`src/rtl/cvxif_dispatch_ctrl.sv`:
```
// CV-X-IF dispatch controller: routes offloaded instructions to one of several
// coprocessors, tracks them by id until they retire, and arbitrates the results.
module cvxif_dispatch_ctrl #(
   parameter int NrCoproc       = 2,
   parameter int IdWidth        = 3,
   parameter int DataWidth      = 64,
   parameter int MaxOutstanding = 4
) (
   input  logic                                clk_i,
   input  logic                                rst_ni,
   input  logic                                issue_valid_i,
   output logic                                issue_ready_o,
   input  logic [31:0]                         issue_instr_i,
   input  logic [IdWidth-1:0]                  issue_id_i,
   output logic                                issue_accept_o,
   output logic                                issue_writeback_o,
   input  logic                                commit_valid_i,
   input  logic [IdWidth-1:0]                  commit_id_i,
   input  logic                                commit_kill_i,
   output logic                                result_valid_o,
   input  logic                                result_ready_i,
   output logic [IdWidth-1:0]                  result_id_o,
   output logic [DataWidth-1:0]                result_data_o,
   output logic [4:0]                          result_rd_o,
   output logic                                result_we_o,
   output logic [NrCoproc-1:0]                 cp_issue_valid_o,
   input  logic [NrCoproc-1:0]                 cp_issue_ready_i,
   input  logic [NrCoproc-1:0]                 cp_issue_accept_i,
   input  logic [NrCoproc-1:0]                 cp_issue_writeback_i,
   output logic [NrCoproc-1:0]                 cp_commit_valid_o,
   output logic                                cp_commit_kill_o,
   output logic [IdWidth-1:0]                  cp_commit_id_o,
   input  logic [NrCoproc-1:0]                 cp_result_valid_i,
   output logic [NrCoproc-1:0]                 cp_result_ready_o,
   input  logic [NrCoproc-1:0][IdWidth-1:0]    cp_result_id_i,
   input  logic [NrCoproc-1:0][DataWidth-1:0]  cp_result_data_i,
   input  logic [NrCoproc-1:0][4:0]            cp_result_rd_i,
   input  logic [NrCoproc-1:0]                 cp_result_we_i,
   output logic                                err_unknown_id_o
);

   localparam int NrEntries = 1 << IdWidth;
   localparam int PtrW      = $clog2(NrCoproc);
   localparam int CntW      = IdWidth + 1;
   localparam logic [CntW-1:0] MaxCnt = CntW'(MaxOutstanding);

   // tracker state
   logic [NrEntries-1:0]           entry_valid_q, entry_valid_d;
   logic [NrEntries-1:0]           committed_q, committed_d;
   logic [NrEntries-1:0][PtrW-1:0] owner_q, owner_d;
   logic [CntW-1:0]                count_q, count_d;

   // result output register and arbiter pointer
   logic                 out_valid_q, out_valid_d;
   logic [IdWidth-1:0]   out_id_q, out_id_d;
   logic [DataWidth-1:0] out_data_q, out_data_d;
   logic [4:0]           out_rd_q, out_rd_d;
   logic                 out_we_q, out_we_d;
   logic [PtrW-1:0]      rr_q, rr_d;
   logic                 err_q, err_d;

   logic [1:0]      tgt_raw;
   logic            opcode_hit;
   logic            routable;
   logic [PtrW-1:0] tgt;
   logic            slot_free;
   logic            issue_go;
   logic            tgt_ready;
   logic            issue_acc;

   logic            commit_hit;
   logic            kill_fire;
   logic            commit_fire;

   logic [PtrW-1:0] cand;
   logic            res_found;
   logic [PtrW-1:0] res_win;
   logic            drain;
   logic            grant;
   logic [IdWidth-1:0] res_id;
   logic            res_known;

   logic unused_instr_bits;
   assign unused_instr_bits = ^issue_instr_i[31:7];

   // Opcode decode; a target beyond the attached coprocessors is unroutable.
   always_comb begin
      tgt_raw    = 2'd0;
      opcode_hit = 1'b0;
      case (issue_instr_i[6:0])
         7'b0001011: begin tgt_raw = 2'd0; opcode_hit = 1'b1; end
         7'b0101011: begin tgt_raw = 2'd1; opcode_hit = 1'b1; end
         7'b1011011: begin tgt_raw = 2'd2; opcode_hit = 1'b1; end
         7'b1111011: begin tgt_raw = 2'd3; opcode_hit = 1'b1; end
         default:    begin tgt_raw = 2'd0; opcode_hit = 1'b0; end
      endcase
      routable = opcode_hit && (int'(tgt_raw) < NrCoproc);
      tgt      = PtrW'(tgt_raw);
   end

   // A busy id also covers the same-id issue-and-free case: it stalls a cycle.
   always_comb begin
      cp_issue_valid_o  = '0;
      slot_free         = (count_q < MaxCnt) && !entry_valid_q[issue_id_i];
      issue_go          = issue_valid_i && routable && slot_free;
      tgt_ready         = routable ? cp_issue_ready_i[tgt] : 1'b0;
      issue_acc         = 1'b0;
      issue_accept_o    = 1'b0;
      issue_writeback_o = 1'b0;
      if (issue_go) begin
         cp_issue_valid_o[tgt] = 1'b1;
      end
      issue_ready_o = issue_valid_i && (!routable || (slot_free && tgt_ready));
      if (issue_go && tgt_ready) begin
         issue_acc         = cp_issue_accept_i[tgt];
         issue_accept_o    = cp_issue_accept_i[tgt];
         issue_writeback_o = cp_issue_accept_i[tgt] && cp_issue_writeback_i[tgt];
      end
   end

   always_comb begin
      cp_commit_valid_o = '0;
      commit_hit        = commit_valid_i && entry_valid_q[commit_id_i];
      if (commit_hit) begin
         cp_commit_valid_o[owner_q[commit_id_i]] = 1'b1;
      end
      cp_commit_kill_o = commit_valid_i && commit_kill_i;
      cp_commit_id_o   = commit_id_i;
   end

   // Round-robin search starting at the pointer.
   always_comb begin
      cand      = '0;
      res_found = 1'b0;
      res_win   = '0;
      for (int k = 0; k < NrCoproc; k++) begin
         cand = PtrW'((int'(rr_q) + k) % NrCoproc);
         if (!res_found && cp_result_valid_i[cand]) begin
            res_found = 1'b1;
            res_win   = cand;
         end
      end
   end

   // Grant only when the output register is empty or emptying this cycle.
   always_comb begin
      drain             = out_valid_q && result_ready_i;
      grant             = res_found && (!out_valid_q || drain);
      res_id            = cp_result_id_i[res_win];
      res_known         = entry_valid_q[res_id] && committed_q[res_id];
      cp_result_ready_o = '0;
      if (grant) begin
         cp_result_ready_o[res_win] = 1'b1;
      end

      out_valid_d = out_valid_q && !drain;
      out_id_d    = out_id_q;
      out_data_d  = out_data_q;
      out_rd_d    = out_rd_q;
      out_we_d    = out_we_q;
      rr_d        = rr_q;
      err_d       = err_q;
      if (grant) begin
         rr_d = PtrW'((int'(res_win) + 1) % NrCoproc);
         if (res_known) begin
            out_valid_d = 1'b1;
            out_id_d    = res_id;
            out_data_d  = cp_result_data_i[res_win];
            out_rd_d    = cp_result_rd_i[res_win];
            out_we_d    = cp_result_we_i[res_win];
         end else begin
            err_d = 1'b1;
         end
      end
   end

   // Tracker update; accept never targets an entry being freed, since it must be idle.
   always_comb begin
      entry_valid_d = entry_valid_q;
      committed_d   = committed_q;
      owner_d       = owner_q;
      kill_fire     = commit_hit && commit_kill_i && !(drain && (out_id_q == commit_id_i));
      commit_fire   = commit_hit && !commit_kill_i;

      if (commit_fire) begin
         committed_d[commit_id_i] = 1'b1;
      end
      if (kill_fire) begin
         entry_valid_d[commit_id_i] = 1'b0;
         committed_d[commit_id_i]   = 1'b0;
      end
      if (drain) begin
         entry_valid_d[out_id_q] = 1'b0;
         committed_d[out_id_q]   = 1'b0;
      end
      if (issue_acc) begin
         entry_valid_d[issue_id_i] = 1'b1;
         committed_d[issue_id_i]   = 1'b0;
         owner_d[issue_id_i]       = tgt;
      end
      count_d = count_q + CntW'(issue_acc) - CntW'(kill_fire) - CntW'(drain);
   end

   always_ff @(posedge clk_i or negedge rst_ni) begin
      if (!rst_ni) begin
         entry_valid_q <= '0;
         committed_q   <= '0;
         owner_q       <= '0;
         count_q       <= '0;
         out_valid_q   <= 1'b0;
         out_id_q      <= '0;
         out_data_q    <= '0;
         out_rd_q      <= '0;
         out_we_q      <= 1'b0;
         rr_q          <= '0;
         err_q         <= 1'b0;
      end else begin
         entry_valid_q <= entry_valid_d;
         committed_q   <= committed_d;
         owner_q       <= owner_d;
         count_q       <= count_d;
         out_valid_q   <= out_valid_d;
         out_id_q      <= out_id_d;
         out_data_q    <= out_data_d;
         out_rd_q      <= out_rd_d;
         out_we_q      <= out_we_d;
         rr_q          <= rr_d;
         err_q         <= err_d;
      end
   end

   assign result_valid_o   = out_valid_q;
   assign result_id_o      = out_id_q;
   assign result_data_o    = out_data_q;
   assign result_rd_o      = out_rd_q;
   assign result_we_o      = out_we_q;
   assign err_unknown_id_o = err_q;

endmodule

```
`config.mk`:
```
export PLATFORM = sky130hd
export DESIGN_NAME = cvxif_dispatch_ctrl
export DESIGN_NICKNAME = d
export VERILOG_FILES = /design/src/rtl/cvxif_dispatch_ctrl.sv
export SDC_FILE = /design/constraint.sdc
export NUM_CORES = 1
export LEC_CHECK = 0
export CAP_MARGIN = 10
export CORE_AREA = 2 2 110 112
export DETAILED_ROUTE_END_ITERATION = 10
export DIE_AREA = 0 0 112 114
export DONT_BUFFER_PORTS = 1
export REMOVE_ABC_BUFFERS = 1
export SETUP_SLACK_MARGIN = 0.05
export SLEW_MARGIN = 20
export SYNTH_ARGS = -nofsm -noshare
export SYNTH_HDL_FRONTEND = slang
export SYNTH_SLANG_ARGS = --single-unit
```
`constraint.sdc`:
```
create_clock -name clk_i -period 3.77 [get_ports clk_i]
set_clock_uncertainty 0.05 [all_clocks]
set_input_delay 0.1885 -clock clk_i [delete_from_list [all_inputs] [get_ports clk_i]]
set_output_delay 0.1885 -clock clk_i [all_outputs]
set_load 0.01 [all_outputs]
```
# ---- Word-level counts from Yosys, hierarchy flattened
# Cells that the tools add are included.
dict set report classes {
  add_sub_neg 5
  reduce_logical 37
  order_cmp 17
  n_bitwise 11
  n_eq_ne 5
  mux 62
}
# operator count
set op_table {}
lappend op_table {{$mux 64} 2}
lappend op_table {{$mux 8} 7}
lappend op_table {{$and 8x8->8} 5}
lappend op_table {{$mux 1} 33}
lappend op_table {{$logic_and 1x1->1} 25}
lappend op_table {{$not 8->8} 3}
lappend op_table {{$lt 3x4->1 const B} 4}
lappend op_table {{$or 8x8->8} 2}
lappend op_table {{$bmux 1 s3} 5}
lappend op_table {{$eq 7x7->1 const B} 2}
lappend op_table {{$lt 1x2->1 const B} 5}
lappend op_table {{$mux 5} 2}
lappend op_table {{$demux 1 s3} 3}
lappend op_table {{$ge 3x1->1 const B} 3}
lappend op_table {{$bwmux 8} 1}
lappend op_table {{$sub 4x1->4} 2}
lappend op_table {{$eq 7x4->1 const B} 1}
lappend op_table {{$eq 7x6->1 const B} 1}
lappend op_table {{$logic_not 1->1} 7}
lappend op_table {{$mux 2} 3}
lappend op_table {{$mux 3} 2}
lappend op_table {{$pmux 2 s3} 1}
lappend op_table {{$add 4x1->4} 1}
lappend op_table {{$lt 4x3->1 const B} 1}
lappend op_table {{9 further kinds} 16}
dict set report totals {
  ff_bits 104
  input_bits 198
}

# ---- Depth between registers and ports, before layout
dict set report depth {
  word_depth 13
  mapped_depth 15
  ltp_nobuf 13
}

# ---- Least setup slack after synthesis
# Ideal clock, no wire load.
dict set report synth_timing {
  path_kind {input -> register}
  startpoint {input port commit_id_i[0]}
  endpoint {register count_q[3]}
  n_path_buf 2
  arrival_ps 2860
  required_ps 3597
  stages 15
  setup_slack_ps 738
  cell_sequence {clkbuf_1 nor2b_1 a22oi_1 a21oi_1 o31a_1 clkbuf_1 a21boi_0 a41oi_1 ha_1 nor2_1 ha_1 inv_1 ha_1 fa_1 xnor2_1}
}
dict set report synth_between {
  elab_chain_cells 7
  word_cells_on_any_way 10
  cone_classes {2 x add/sub; 1 x eq/ne; 2 x mux; 5 x reduce/logical}
}
# item line
set synth_rtl {}
lappend synth_rtl {{start, declared} 18} ;# input logic [IdWidth-1:0] commit_id_i,
lappend synth_rtl {{$bmux 1 s3} 123} ;# commit_hit = commit_valid_i && entry_valid_q[commit_id_i];
lappend synth_rtl {{$mux 1 (implied by the code)} 123}
lappend synth_rtl {{$logic_and 1x1->1} 123}
lappend synth_rtl {{$logic_and 1x1->1} 182} ;# kill_fire = commit_hit && commit_kill_i && !(drain && (out_id_q == commit_id_i));
lappend synth_rtl {{$logic_and 1x1->1 (*)} 182}
lappend synth_rtl {{$sub 4x1->4 (*) (2 in a row)} 201} ;# count_d = count_q + CntW'(issue_acc) - CntW'(kill_fire) - CntW'(drain);
lappend synth_rtl {{net count_d[3]} 51} ;# logic [CntW-1:0] count_q, count_d;
lappend synth_rtl {{end signal, assigned} 221} ;# count_q <= count_d;
lappend synth_rtl {{end, declared} 51}
# The timed path passes the listed nets; every way through them passes the cells marked *. The select of a mux whose other input is x is not followed.
# A chain may end at the register's enable or synchronous reset.

# ---- Worst setup path after layout
dict set report layout_timing {
  startpoint {register entry_valid_q[5]}
  endpoint {register count_q[2]}
}
dict set report layout_between {
  elab_chain_cells 10
  word_cells_on_any_way 15
  cone_classes {3 x add/sub; 5 x mux; 7 x reduce/logical}
}
# item line
set layout_rtl {}
lappend layout_rtl {{start, declared} 48} ;# logic [NrEntries-1:0] entry_valid_q, entry_valid_d;
lappend layout_rtl {{start signal, assigned} 218} ;# entry_valid_q <= entry_valid_d;
lappend layout_rtl {{$bmux 1 s3} 104} ;# slot_free = (count_q < MaxCnt) && !entry_valid_q[issue_id_i];
lappend layout_rtl {{$mux 1 (implied by the code)} 104}
lappend layout_rtl {{$logic_not 1->1} 104}
lappend layout_rtl {{$logic_and 1x1->1} 104}
lappend layout_rtl {{$logic_and 1x1->1} 105} ;# issue_go = issue_valid_i && routable && slot_free;
lappend layout_rtl {{$logic_and 1x1->1} 114} ;# if (issue_go && tgt_ready) begin
lappend layout_rtl {{$mux 1} -}
lappend layout_rtl {{net issue_accept_o} 15} ;# output logic issue_accept_o,
lappend layout_rtl {{$add 4x1->4} 201}
lappend layout_rtl {{$sub 4x1->4 (2 in a row)} 201}
lappend layout_rtl {{net count_d[2]} 51}
# The timed path passes the listed nets, and every way through them passes these cells. The select of a mux whose other input is x is not followed.

==> results.toml <==
[worst_setup_path]
path_buf_inv = 1
cp_common_cell = "ha_1"
critical_path_required_ns = 3.93
cp_slowest_cell = "or3_1"
cp.arrival_ns = 3.52
cp_top_family = "simple AND/OR/NAND/NOR gates"
critPathMaxFanout = 8
path_cells = "mux4_2 > a2111o_1 > or2_1 > or3_1 > inv_2 > ha_1 > ha_1 > fa_1"
cpPeakStageDelay_ns = 0.56
startpoint_type = "flip-flop"
crit_path_end_kind = "flip-flop"
criticalPathCategory = "flip-flop to flip-flop"

[run]
drv_cap = 0

[global_routing]
overflow = 0
grt_pass1_wl_um = 20600
grt_pass1_vias = 4129
grt_max_degree = 105
track_usage_pct = 20.3
antenna_found_initial = 0

[place]
gp_congestion = 0.876
port_buffers = 0
dpl.hpwl_um = 9830

[finish]
fill_cells = 1125
multi_input_area_um2 = 2850
syn_to_final_growth_pct = 8.31
drive_above_1_share_pct = 19.0
num_antenna_cells = 0
nNetsFinal = 790
final_cell_mix = "nand2_1 (228), dfrtp_1 (104), mux2_2 (76)"
ff_latch_area_um2 = 2600
final_common_cell = "nand2_1"

[route]
drt_first_pass_iters = 5
via_per_inst = 5.72
drt_iter0_drc = 170
ant_nets = 0
wirelength_um = 13200
drc_errors = 0
wl_per_cell_um = 17.9
vias = 4220

[clock_tree]
clock-sinks = 104
clk_latency_ns = 0.34
postCtsHoldBufs = 3
ctsResizeCount = 0
clockRootBuffer = "clkbuf_16"
clockBufferDepth = 2
htree_levels = 3
cts_tree = "done"
cts_setup_buffers = 0
cts_buffers = 9
clk_pin_slew_ns = 0.07

[timing]
rsz0062_at_grt = "false"
hold_viol = 0
fin_crit_sh_pct = 89.2
setup_viol = 0
slew_headroom_pct = 56.0
period_minus_slack_ns = 3.36
worst_pin_slew_ns = 0.661
max_clock_freq_mhz = 297
setup_tns_ns = 0
slew_violations = 0

[synthesis]
syn_area_per_cell_um2 = 9.37
ys_seq_area_share_pct = 46.2
synth-edff-count = 0
synth_area_um2 = 5630
synthFlopType = "dfrtp_1"
yosysWarnings = 0
async_flop_share_pct = 100
synth_cell_types = 54
netlist_instances = 601
synth-seq-cells = 104

[die]
core.rowCount = 40
die_x_um = 112
die-area_um2 = 12800
core_area_um2 = 11700
dieHeight_um = 114
pin_count = 286
start_util_pct = 48.1

[power]
p_leak_nw = 2.99
total_power_mw = 3.51
power_density_nw_per_um2 = 576
peakVddDrop_uv = 260

[outcome]
status = "finished, final reports clean"

[worst_hold_path]
hold_path_class = "input pin to flip-flop"
==> per-layer routing <==
| layer | up-vias | track usage [%] | routed length, um |
|---|---|---|---|
| met5 | - | 0 | 0 |
| met4 | 0 | 9.67 | 376 |
| met3 | 28 | 3.61 | 844 |
| met2 | 185 | 35.4 | 6850 |
| met1 | 2029 | 24.5 | 5170 |
| li1 | 1978 | - | - |
==> Yosys cell counts, types with 2 or more instances <==
master,instances,area (um2)
nand2_1,229,860
a21o_1,7,52.6
a31oi_1,12,75.1
ha_1,5,62.6
mux2_2,76,856
nand3_1,2,10.0
nand2b_1,4,25.0
nand3b_1,2,15.0
nor4b_4,2,47.6
or2_2,2,12.5
inv_1,9,33.8
clkbuf_1,23,86.3
xor2_1,3,26.3
dfrtp_1,104,2600
mux2_1,8,90.1
buf_4,3,22.5
o21ai_0,2,10.0
a41oi_1,5,43.8
xnor2_1,2,17.5
nor3b_1,8,60.1
a21oi_1,8,40.0
and3_1,2,12.5
nor2b_1,5,31.3
o211ai_1,2,15.0
nor2_1,20,75.1
nor3_2,4,40.0
mux2i_1,10,100
nor3_1,5,25.0
o22ai_1,2,12.5
or3_1,2,12.5
buf_2,7,35.0
and2_1,4,25.0
==> layout make-up <==
| class | instances | share of cell area [%] |
|---|---|---|
| Multi-Input combinational cell | 452 | 46.8 |
| Sequential cell | 104 | 42.7 |
| Tap cell | 147 | 3.01 |
| Clock inverter | 7 | 1.31 |
| Timing Repair Buffer | 9 | 1.93 |
| Clock buffer | 9 | 3.69 |
| Inverter | 10 | 0.615 |
==> kinds of logic after synthesis <==
kind of cell	synth area share [%]
XOR/XNOR	0.778
AO/OA/AOI/OAI	6.38
AND/OR/NAND/NOR	22.7
flip-flops	46.2
buffers and inverters	3.49
adder cells (fa/ha/maj)	1.47
multiplexers	19.0
==> report_power, final <==
| group | leakage, nW | switching, mW | internal [mW] | total (mW) |
|---|---|---|---|---|
| Combinational | 1.55 | 0.289 | 0.359 | 0.648 |
| Clock | 0.148 | 0.425 | 0.523 | 0.948 |
| Sequential | 1.29 | 0.441 | 1.48 | 1.92 |
==> sequential cells by signal (all words and copies together) (netlist names) <==
register and cells:
result_rd_o 5, count_q 4, result_id_o 3, result_valid_o 1
entry_valid_q 8, committed_q 8, rr_q 1, result_data_o 64
result_we_o 1, owner_q 8, err_unknown_id_o 1
==> metrics by stage <==
stage          worst slack (ns)  cells  instance area (um2)  util (%)  hold WS (ns)
2_1_floorplan             -2.75    566                 5470         -        -0.157
3_3_place_gp              0.492    719                 5740      49.0        -0.152
3_5_place_dp              0.416    719                 5740      49.0        -0.151
5_1_grt                   0.287    738                 6100      52.1       0.00562
6_report                  0.406    738                 6100      52.1       0.00963
4_1_cts                   0.400    738                 6100      52.1       0.00131
==> worst paths after layout <==
kind	startpoint	end	slack, ns	cells past startpoint
min	issue_id_i[1]	entry_valid_q[1]$_DFF_PN0_	0.01	2
min in group asynchronous	rst_ni	result_data_o[54]$_DFFE_PN0P_	0.36	2
max	entry_valid_q[5]$_DFF_PN0_	count_q[2]$_DFF_PN0_	0.41	8
max reg2reg	entry_valid_q[5]$_DFF_PN0_	count_q[2]$_DFF_PN0_	0.41	8
max in group asynchronous	rst_ni	entry_valid_q[3]$_DFF_PN0_	2.85	2
min reg2reg	owner_q[3]$_DFFE_PN0P_	owner_q[3]$_DFFE_PN0P_	0.44	1
Power figures use the tool's default switching activity.
